===== config.mk =====
export PLATFORM = sky130hd
export DESIGN_NAME = viterbi_decoder_param_flat
export DESIGN_NICKNAME = d
export VERILOG_FILES = /design/src/rtl/viterbi_decoder_param_if.sv /design/src/rtl/viterbi_decoder_param.sv /design/src/flat_wrapper.sv
export SDC_FILE = /design/constraint.sdc
export NUM_CORES = 1
export LEC_CHECK = 0
export CAP_MARGIN = 20
export CELL_PAD_IN_SITES_DETAIL_PLACEMENT = 1
export CELL_PAD_IN_SITES_GLOBAL_PLACEMENT = 1
export CORE_MARGIN = 2
export CORE_UTILIZATION = 50
export DETAILED_ROUTE_END_ITERATION = 7
export PLACE_DENSITY = 0.92
export RECOVER_POWER = 100
export SLEW_MARGIN = 25
export SYNTH_ARGS = -nofsm -noshare
export SYNTH_HDL_FRONTEND = slang
export SYNTH_SLANG_ARGS = --single-unit

===== constraint.sdc =====
create_clock -name clk -period 14.7 [get_ports clk]
set_clock_uncertainty 0.1 [all_clocks]
set_input_delay 2.205 -clock clk [delete_from_list [all_inputs] [get_ports clk]]
set_output_delay 2.205 -clock clk [all_outputs]
set_load 0.01 [all_outputs]

===== src/rtl/viterbi_decoder_param_if.sv =====
// Symbol-in / decoded-bit-out handshake bundle for viterbi_decoder_param.
interface viterbi_decoder_param_if;
    logic       in_valid;
    logic       in_ready;
    logic [1:0] in_bits;
    logic       in_last;
    logic       out_valid;
    logic       out_bit;
    logic       out_last;

    modport master (
        output in_valid, in_bits, in_last,
        input  in_ready, out_valid, out_bit, out_last
    );

    modport slave (
        input  in_valid, in_bits, in_last,
        output in_ready, out_valid, out_bit, out_last
    );
endinterface


===== src/rtl/viterbi_decoder_param.sv =====
// Hard-decision rate-1/2 Viterbi decoder with elaboration-time K/G0/G1, register-exchange
// survivors of depth TB, and an in_last-triggered flush that drains the frame tail from state 0.
module viterbi_decoder_param #(
    parameter int unsigned  K  = 3,
    parameter logic [K-1:0] G0 = 3'b111,
    parameter logic [K-1:0] G1 = 3'b101,
    parameter int unsigned  TB = 15,
    parameter int unsigned  MW = 6
) (
    input  logic                   clk,
    input  logic                   rst,
    viterbi_decoder_param_if.slave bus
);
    localparam int unsigned   S      = K - 1;
    localparam int unsigned   N      = 1 << S;
    localparam int unsigned   SW     = MW + 1;
    localparam int unsigned   CW     = $clog2(TB + 1);
    localparam int unsigned   IW     = $clog2(TB);
    localparam logic [MW-1:0] M_INIT = MW'(2 * K);
    localparam logic [SW-1:0] M_SAT  = SW'((1 << MW) - 1);

    typedef enum logic [1:0] {IDLE, RUN, FLUSH} state_e;

    state_e        state_q, state_d;
    logic [MW-1:0] metric_q [N];
    logic [MW-1:0] metric_d [N];
    logic [TB-1:0] surv_q   [N];
    logic [TB-1:0] surv_d   [N];
    logic [CW-1:0] cnt_q, cnt_d, cnt_new;
    logic [IW-1:0] idx_q, idx_d;
    logic          in_ready_q, in_ready_d;
    logic          out_valid_q, out_valid_d;
    logic          out_bit_q, out_bit_d;
    logic          out_last_q, out_last_d;

    logic [SW-1:0] pm0      [N];
    logic [SW-1:0] pm1      [N];
    logic [SW-1:0] acs_raw  [N];
    logic [MW-1:0] acs_metric [N];
    logic [TB-1:0] acs_surv [N];
    logic [SW-1:0] min_raw;
    logic [S-1:0]  best;
    logic          accept;

    assign accept        = bus.in_valid && in_ready_q;
    assign bus.in_ready  = in_ready_q;
    assign bus.out_valid = out_valid_q;
    assign bus.out_bit   = out_bit_q;
    assign bus.out_last  = out_last_q;

    // Old metric plus Hamming distance between the received symbol and the branch label.
    function automatic logic [SW-1:0] path_metric(input logic [MW-1:0] m,
                                                  input logic [K-1:0]  r,
                                                  input logic [1:0]    sym);
        logic [1:0] bm;
        bm = {1'b0, sym[1] ^ (^(r & G0))} + {1'b0, sym[0] ^ (^(r & G1))};
        return SW'(m) + SW'(bm);
    endfunction

    // Add-compare-select, normalisation and best-state search for the current symbol.
    always_comb begin
        for (int unsigned n = 0; n < N; n++) begin
            pm0[n] = path_metric(metric_q[S'(n << 1)],
                                 {1'(n >> (K - 2)), S'(n << 1)}, bus.in_bits);
            pm1[n] = path_metric(metric_q[S'((n << 1) | 1)],
                                 {1'(n >> (K - 2)), S'((n << 1) | 1)}, bus.in_bits);
            if (pm1[n] < pm0[n]) begin
                acs_raw[n]  = pm1[n];
                acs_surv[n] = {surv_q[S'((n << 1) | 1)][TB-2:0], 1'(n >> (K - 2))};
            end else begin
                acs_raw[n]  = pm0[n];
                acs_surv[n] = {surv_q[S'(n << 1)][TB-2:0], 1'(n >> (K - 2))};
            end
        end
        min_raw = acs_raw[0];
        for (int unsigned n = 1; n < N; n++) begin
            if (acs_raw[n] < min_raw) min_raw = acs_raw[n];
        end
        for (int unsigned n = 0; n < N; n++) begin
            acs_metric[n] = ((acs_raw[n] - min_raw) > M_SAT) ? MW'(M_SAT)
                                                             : MW'(acs_raw[n] - min_raw);
        end
        best = '0;
        for (int unsigned n = 1; n < N; n++) begin
            if (acs_metric[n] < acs_metric[best]) best = S'(n);
        end
    end

    // State register.
    always_ff @(posedge clk or posedge rst) begin
        if (rst) state_q <= IDLE;
        else     state_q <= state_d;
    end

    // Next-state logic.
    always_comb begin
        state_d = state_q;
        case (state_q)
            IDLE, RUN: if (accept) state_d = bus.in_last ? FLUSH : RUN;
            FLUSH:     if (idx_q == '0) state_d = IDLE;
            default:   state_d = IDLE;
        endcase
    end

    // Datapath and registered outputs.
    always_comb begin
        metric_d    = metric_q;
        surv_d      = surv_q;
        cnt_d       = cnt_q;
        idx_d       = idx_q;
        out_valid_d = 1'b0;
        out_bit_d   = 1'b0;
        out_last_d  = 1'b0;
        in_ready_d  = (state_d != FLUSH);
        cnt_new     = (cnt_q == CW'(TB)) ? cnt_q : cnt_q + CW'(1);

        if (state_q == FLUSH) begin
            out_valid_d = 1'b1;
            out_bit_d   = surv_q[0][idx_q];
            out_last_d  = (idx_q == '0);
            if (idx_q == '0) begin
                // Back to a fresh trellis so the next frame needs no reset.
                for (int unsigned n = 0; n < N; n++) begin
                    metric_d[n] = (n == 0) ? '0 : M_INIT;
                    surv_d[n]   = '0;
                end
                cnt_d = '0;
            end else begin
                idx_d = idx_q - IW'(1);
            end
        end else if (accept) begin
            metric_d = acs_metric;
            surv_d   = acs_surv;
            cnt_d    = cnt_new;
            if (cnt_new >= CW'(TB)) begin
                out_valid_d = 1'b1;
                out_bit_d   = bus.in_last ? acs_surv[0][TB-1] : acs_surv[best][TB-1];
            end
            if (bus.in_last) begin
                idx_d = (cnt_new >= CW'(TB - 1)) ? IW'(TB - 2) : IW'(cnt_new - CW'(1));
            end
        end
    end

    always_ff @(posedge clk or posedge rst) begin
        if (rst) begin
            for (int unsigned n = 0; n < N; n++) begin
                metric_q[n] <= (n == 0) ? '0 : M_INIT;
                surv_q[n]   <= '0;
            end
            cnt_q       <= '0;
            idx_q       <= '0;
            in_ready_q  <= 1'b1;
            out_valid_q <= 1'b0;
            out_bit_q   <= 1'b0;
            out_last_q  <= 1'b0;
        end else begin
            metric_q    <= metric_d;
            surv_q      <= surv_d;
            cnt_q       <= cnt_d;
            idx_q       <= idx_d;
            in_ready_q  <= in_ready_d;
            out_valid_q <= out_valid_d;
            out_bit_q   <= out_bit_d;
            out_last_q  <= out_last_d;
        end
    end
endmodule


===== src/flat_wrapper.sv =====
// flat-port wrapper written by rule: the top's interface ports become plain ports
module viterbi_decoder_param_flat 
#(
    parameter int unsigned  K  = 3,
    parameter logic [K-1:0] G0 = 3'b111,
    parameter logic [K-1:0] G1 = 3'b101,
    parameter int unsigned  TB = 15,
    parameter int unsigned  MW = 6
)
  (clk, rst, bus_in_valid, bus_in_bits, bus_in_last, bus_in_ready, bus_out_valid, bus_out_bit, bus_out_last);
  viterbi_decoder_param_if bus_i ();
  input  logic clk;
  input  logic rst;
  input wire logic [$bits(bus_i.in_valid)-1:0] bus_in_valid;
  input wire logic [$bits(bus_i.in_bits)-1:0] bus_in_bits;
  input wire logic [$bits(bus_i.in_last)-1:0] bus_in_last;
  output wire logic [$bits(bus_i.in_ready)-1:0] bus_in_ready;
  output wire logic [$bits(bus_i.out_valid)-1:0] bus_out_valid;
  output wire logic [$bits(bus_i.out_bit)-1:0] bus_out_bit;
  output wire logic [$bits(bus_i.out_last)-1:0] bus_out_last;
  assign bus_i.in_valid = bus_in_valid;
  assign bus_i.in_bits = bus_in_bits;
  assign bus_i.in_last = bus_in_last;
  assign bus_in_ready = bus_i.in_ready;
  assign bus_out_valid = bus_i.out_valid;
  assign bus_out_bit = bus_i.out_bit;
  assign bus_out_last = bus_i.out_last;
  viterbi_decoder_param #(.K(K), .G0(G0), .G1(G1), .TB(TB), .MW(MW)) u_core (.clk(clk), .rst(rst), .bus(bus_i));
endmodule

# Yosys cells after proc, flatten, opt, wreduce, memory -nomap -nowiden
# Index checks and enable logic that the tools add are counted.
[word_totals]
ff_bits = 95
in_bits = 6
out_inout_bits = 4
elab_cells = 129
[classes]
addsub = 19
n_lt_le_gt_ge = 20
n_eq_ne = 6
muxes = 56
n_bitwise = 5
reduce_logical = 8
[ops]
columns = ["op", "count"]
rows = [
  ["two-way mux 60 bit", 3],
  ["two-way mux 15 bit", 6],
  ["two-way mux 24 bit", 3],
  ["adder 6 x 2 -> 7 bit", 8],
  ["less-than comparator 7 bit", 7],
  ["two-way mux 7 bit", 7],
  ["two-way mux 6 bit", 8],
  ["two-way mux 4 bit", 9],
  ["binary-select mux 15 bit (select 2 bit)", 1],
  ["> comparator 7 x 6 -> 1 bit, second input constant", 4],
  ["subtractor 7 bit", 4],
  ["binary-select mux 6 bit (select 2 bit)", 2],
  ["less-than comparator 6 bit", 3],
  ["two-way mux 1 bit", 10],
  ["two-way mux 2 bit", 5],
  ["greater-or-equal comparator 3 bit, second input constant", 3],
  ["adder 1 x 1 -> 2 bit", 4],
  ["greater-or-equal comparator 4 bit, second input constant", 2],
  ["subtractor 4 x 1 -> 4 bit, second input constant", 2],
  ["!= test 2 bit, second input constant", 3],
  ["NOT 2 -> 3 bit", 2],
  ["less-than comparator 4 x 5 -> 1 bit, second input constant", 1],
  ["adder 4 x 1 -> 4 bit, second input constant", 1],
  ["binary-select mux 1 bit (select 4 bit)", 1],
  ["13 further kinds", 15],
]

# Logic depth before layout (Yosys ltp)
[depth]
word_depth = 36
depth_mapped = 71
mapped_depth_nobuf = 66

# Worst setup path before layout
# Ideal clock, no wire load.
[synth_timing]
path_type = "input to register"
start = "in bus_in_bits[0]"
end = "reg u_core.out_bit_q, in the netlist u_core.bus.out_bit"
setup_ps = 104
arrival_ps = 14929
required_ps = 14496
setup_slack_ps = -433
path_stages = 66
path_buffers = 3
cell_sequence = "inv_1 -> ha_1 -> ha_1 -> a21oi_1 -> a311oi_1 -> xnor2_1 -> inv_1 -> ha_1 -> a21oi_1 -> o221ai_2 -> a31o_2 -> o2bb2ai_1 -> a21oi_1 -> inv_1 -> ha_1 -> nand3_1 -> a2111oi_4 -> a21oi_1 -> [... 30 more ...] -> o21ai_4 -> mux2_4 -> ha_1 -> a41oi_1 -> o21ai_0 -> a21oi_1 -> nand2_1 -> o31ai_4 -> mux2i_1 -> ha_1 -> a21o_1 -> a211oi_1 -> nand2_1 -> nand2_1 -> a41oi_1 -> o21bai_1 -> mux2i_1 -> o41ai_2"
[synth_via]
elab_chain_len = 36
word_cells_on_any_way = 65
cone_classes = "16 x add/sub; 14 x order compare; 31 x mux; 4 x bitwise"
[synth_lines]
columns = ["element", "line", "rtl"]
rows = [
  ["start: declaration", "flat_wrapper.sv:15", "input wire logic [$bits(bus_i.in_bits)-1:0] bus_in_bits;"],
  ["NOT 1 bit (no line)", "--", ""],
  ["adder 1 x 1 -> 2 bit", "viterbi_decoder_param.sv:56", "bm = {1'b0, sym[1] ^ (^(r & G0))} + {1'b0, sym[0] ^ (^(r & G1))};"],
  ["adder 6 x 2 -> 7 bit", "viterbi_decoder_param.sv:57", "return SW'(m) + SW'(bm);"],
  ["less-than comparator 7 bit", "viterbi_decoder_param.sv:67", "if (pm1[n] < pm0[n]) begin"],
  ["two-way mux 7 bit", "viterbi_decoder_param.sv:67", ""],
  ["less-than comparator 7 bit", "viterbi_decoder_param.sv:77", "if (acs_raw[n] < min_raw) min_raw = acs_raw[n];"],
  ["two-way mux 7 bit", "viterbi_decoder_param.sv:77", ""],
  ["less-than comparator 7 bit", "viterbi_decoder_param.sv:77", ""],
  ["[... 20 more ...]", "--", ""],
  ["NOT 2 -> 3 bit (implied by the code)", "viterbi_decoder_param.sv:137", "out_bit_d = bus.in_last ? acs_surv[0][TB-1] : acs_surv[best][TB-1];"],
  ["binary-select mux 15 bit (select 2 bit)", "viterbi_decoder_param.sv:137", ""],
  ["two-way mux 15 bit (implied by the code) (2 in series)", "viterbi_decoder_param.sv:137", ""],
  ["two-way mux 1 bit (*)", "viterbi_decoder_param.sv:137", ""],
  ["two-way mux 1 bit (*)", "viterbi_decoder_param.sv:135", "if (cnt_new >= CW'(TB)) begin"],
  ["two-way mux 1 bit (*)", "viterbi_decoder_param.sv:131", "end else if (accept) begin"],
  ["two-way mux 1 bit (*)", "viterbi_decoder_param.sv:117", "if (state_q == FLUSH) begin"],
  ["named net u_core.out_bit_d", "viterbi_decoder_param.sv:33", "logic out_bit_q, out_bit_d;"],
  ["end signal: assignment", "viterbi_decoder_param.sv:164", "out_bit_q <= out_bit_d;"],
  ["end: declaration", "viterbi_decoder_param.sv:33", ""],
]
# Mark *: on every way through the listed nets, which the timed path passes. The rest lies on a longest branch. The select of a mux whose other input is x is not followed.
# A chain may end at the register's enable or synchronous reset.

# Worst setup path in the final report
# Same ends and word-level chain as after synthesis.

==> impl_metrics.yaml <==
critical_path:
  worst-setup-path-type: "in2reg"
  worstPathMaxFanout: 8
  cp_common_cell: "buf_4"
  critPathLaunchType: "input port"
  cpMaxStageDelayCell: "xnor2_1"
  worst-endpoint-required_ps: 14820
  cpLargestDelayFamily: "compound AO/OA/AOI/OAI gates"
  crit_arrival_ps: 16460
  buffering_stage_count_on_the_worst_path_with_inverters_included: 16
  crit_path_max_incr_delay_ps: 740
  timing.critical_path.to_type: "register"
place:
  replace_congestion: 0.983
  detailedPlacementHpwl_mm: 28.0
  portBuffers: 9
clock_tree:
  number_of_levels_the_h_tree_was_split_into: 3
  clock-sinks: 89
  hold_buffers: 0
  clkTransAtPathRegs_ps: 90
  numCtsBuffers: 9
  cts_root_buffer: "clkbuf_16"
  insertion_delay_ps: 380
  ctsLongestPathBuffers: 2
  clock_tree_from_tritoncts: "yes"
synthesis:
  synth_sequential_area_ratio_pct: 23.8
  syn-cell-area_sq_mm: 0.00941
  synth_cell_types: 104
  syn-instance-count: 1117
  synth_seq_cells: 89
  synth-main-ff-cell: "dfrtp_1"
  yosys.area.top_type: "dfrtp_1"
  yosys.area.top_type_share_pct: 21.8
  count_of_flip_flops_with_a_built_in_enable_after_synthesis: 0
  yosysWarningCount: 0
  synth-async-reset-ratio_pct: 100
  syn_avg_cell_area_sq_um: 8.42
  yosys-top-cells-area: "dfrtp_1 (22%), ha_1 (10%), mux2i_1 (8.4%), xnor2_1 (5.2%), o21ai_0 (5.2%)"
  mappedNetlistNets: 1200
timing:
  finalMaxSlewViolations: 113
  setup_ws_ps: -1650
  min_period_over_period_pct: 111
  hold_viol_final: 0
  timing.final.setup_violations: 1
  tns_ps: -1650
  max_slew_margin_pct: -141
  worst_pin_slew_ps: 3610
  fmax_ghz: 0.0612
  timing.final.crit_period_ps: 16350
  grt_setup_unrepaired: "true"
global_routing:
  grt_pass1_vias: 11800
  met3_track_demand_over_resource_in_global_routing_pct: 15.3
  grt_antenna_before_repair: 1
  grtUsageMet2_pct: 77.9
  gr-usage-all-layers_pct: 49.1
  pin_count_of_the_biggest_net_entering_global_routing: 110
  global_route_overflow: 0
  global_route_layer_with_the_greatest_usage: "met2"
  grt.met1_usage_pct: 51.3
  grt_first_pass_wirelength_mm: 73.0
floorplan:
  fp.dieW_microns: 141
  die_area_sq_mm: 0.0199
  floorplan.core_area_sq_mm: 0.0186
  initial_core_util_pct: 50.6
  top_level_ports: 10
  die_h_microns: 141
  floorplan.rows: 50
final_layout:
  highest_count_cells_in_the_layout_ignoring_fill_and_taps: "buf_4 (139), nand2_1 (109), o21ai_0 (91)"
  area_delta_synth_final_pct: 28.4
  most_frequent_standard_cell_in_the_layout_excluding_fill_and_tap_cells: "buf_4"
  post-route-util_pct: 65.0
  finish.net_count: 1316
  drive_gt1_share_pct: 29.3
  num_antenna_cells: 0
drt:
  drt_drc_violations_left: 20
  drt_pre_antenna_iters: 8
  route.detailed.wl_per_inst_microns: 39.6
  detail-route-antenna-nets: 0
  detailroute.via_count: 11800
  drt-initial-drc-count: 2126
  routed_wl_mm: 58.3
  route.detailed.vias_per_inst: 8.04
min_path:
  hp-class: "reg2reg"
run:
  drv_cap: 2
status:
  status: "finished, violations left"
  failing_checks: "design-rule violations, max-capacitance violations, max-slew violations, negative setup slack"
==> metrics by stage <==
step / instance area [sq um] / hold WS, ps / cells / setup WS (ps)
4_1_cts: 11400 / 377 / 1454 / 180
6_report: 12100 / 437 / 1472 / -1650
3_3_place_gp: 10500 / 356 / 1418 / -50.0
3_5_place_dp: 10500 / 365 / 1418 / -1280
2_1_floorplan: 9470 / 331 / 1117 / 3.66
5_1_grt: 12100 / 424 / 1472 / -1530
==> routing by layer <==
metal	vias to the layer above	wire length, microns
met3	740	7970
li1	4264	-
met2	1344	24500
met5	-	47
met1	5492	17700
met4	2	8020
==> worst register-to-register path: cells and delay by family, from the launching register on <==
kind / cells / cell delay [ps]
simple gates: 13 / 2290
mux: 3 / 850
xor+xnor: 2 / 990
compound gates: 21 / 4800
fa+ha+maj: 8 / 2640
buf+inv: 14 / 2030
flops: 1 / 730
==> flip-flops by register name, summed over array words and instances (netlist names) <==
signal                count
u_core.cnt_q              4
u_core.idx_q              4
u_core.bus.in_ready       1
u_core.metric_q          24
u_core.state_q            2
u_core.surv_q            51
u_core.bus.out_valid      1
u_core.bus.out_bit        1
u_core.bus.out_last       1
==> area by class of cell <==
class,instances,area [sq um]
Clock buffer,11,243
Timing Repair Buffer,161,1310
Fill cell,2051,6500
Multi-Input combinational cell,914,7670
Clock inverter,5,103
Inverter,58,229
Tap cell,234,293
Sequential cell,89,2240
==> Yosys cell counts (5+ instances only) <==
library cell and instances:
and3_1 7, a21oi_1 63, a22oi_1 6, nand2b_1 25
nor2_1 69, xor2_1 20, a211oi_1 14, maj3_1 13
inv_1 56, o21a_1 8, nand4_1 7, and2_1 7
dfstp_2 7, a21o_1 17, o21ai_0 97, xnor2_1 56
or2_2 8, buf_2 6, dfrtp_1 82, nand2_1 112
a21oi_2 5, mux2i_1 79, o221ai_1 5, nor2b_1 7
ha_1 77, mux2_2 10, clkbuf_1 37, a31oi_1 10
nor3_1 9, nand3_1 66, buf_1 5
==> worst paths after layout <==
path                                           startpoint                             to  slack [ps]  cells past startpoint
max in group asynchronous                             rst  u_core.surv_q[58]$_DFFE_PP0P_        8140                      3
setup / recovery                           bus_in_bits[0]   u_core.bus.out_bit$_DFF_PP0_       -1650                     65
hold / removal                u_core.state_q[1]$_DFF_PP0_    u_core.state_q[0]$_DFF_PP0_         440                      1
hold reg to reg               u_core.state_q[1]$_DFF_PP0_    u_core.state_q[0]$_DFF_PP0_         440                      1
setup reg to reg           u_core.metric_q[2]$_DFFE_PP1P_   u_core.bus.out_bit$_DFF_PP0_         130                     61
min in group asynchronous                             rst   u_core.surv_q[5]$_DFFE_PP0P_        2430                      2
==> what timing repair did <==
| item | CTS | global route |
|---|---|---|
| cloned | 0 | 0 |
| endpoints found under the hold margin | 0 | 0 |
| pin swaps | 35 | 52 |
| gates resized for setup | 93 | 94 |
| setup buffers | 20 | 19 |
| setup endpoints to repair | 1 | 1 |
==> logic make-up (layout without fill, tap and decap cells) <==
family / Yosys count / count (layout) / synth area share [%]
AOI/OAI and AO/OA: 304 / 304 / 22.9
xor gates and xnor gates: 79 / 79 / 7.71
adders and majority gates: 91 / 91 / 11.7
buffers and inverters: 114 / 235 / 5.11
DFF: 89 / 89 / 23.8
muxes: 98 / 98 / 11.2
and+or+nand+nor: 342 / 342 / 17.6
Power is not shown: default switching activity piles up to over one toggle a cycle in this logic, so the estimate is an artifact.
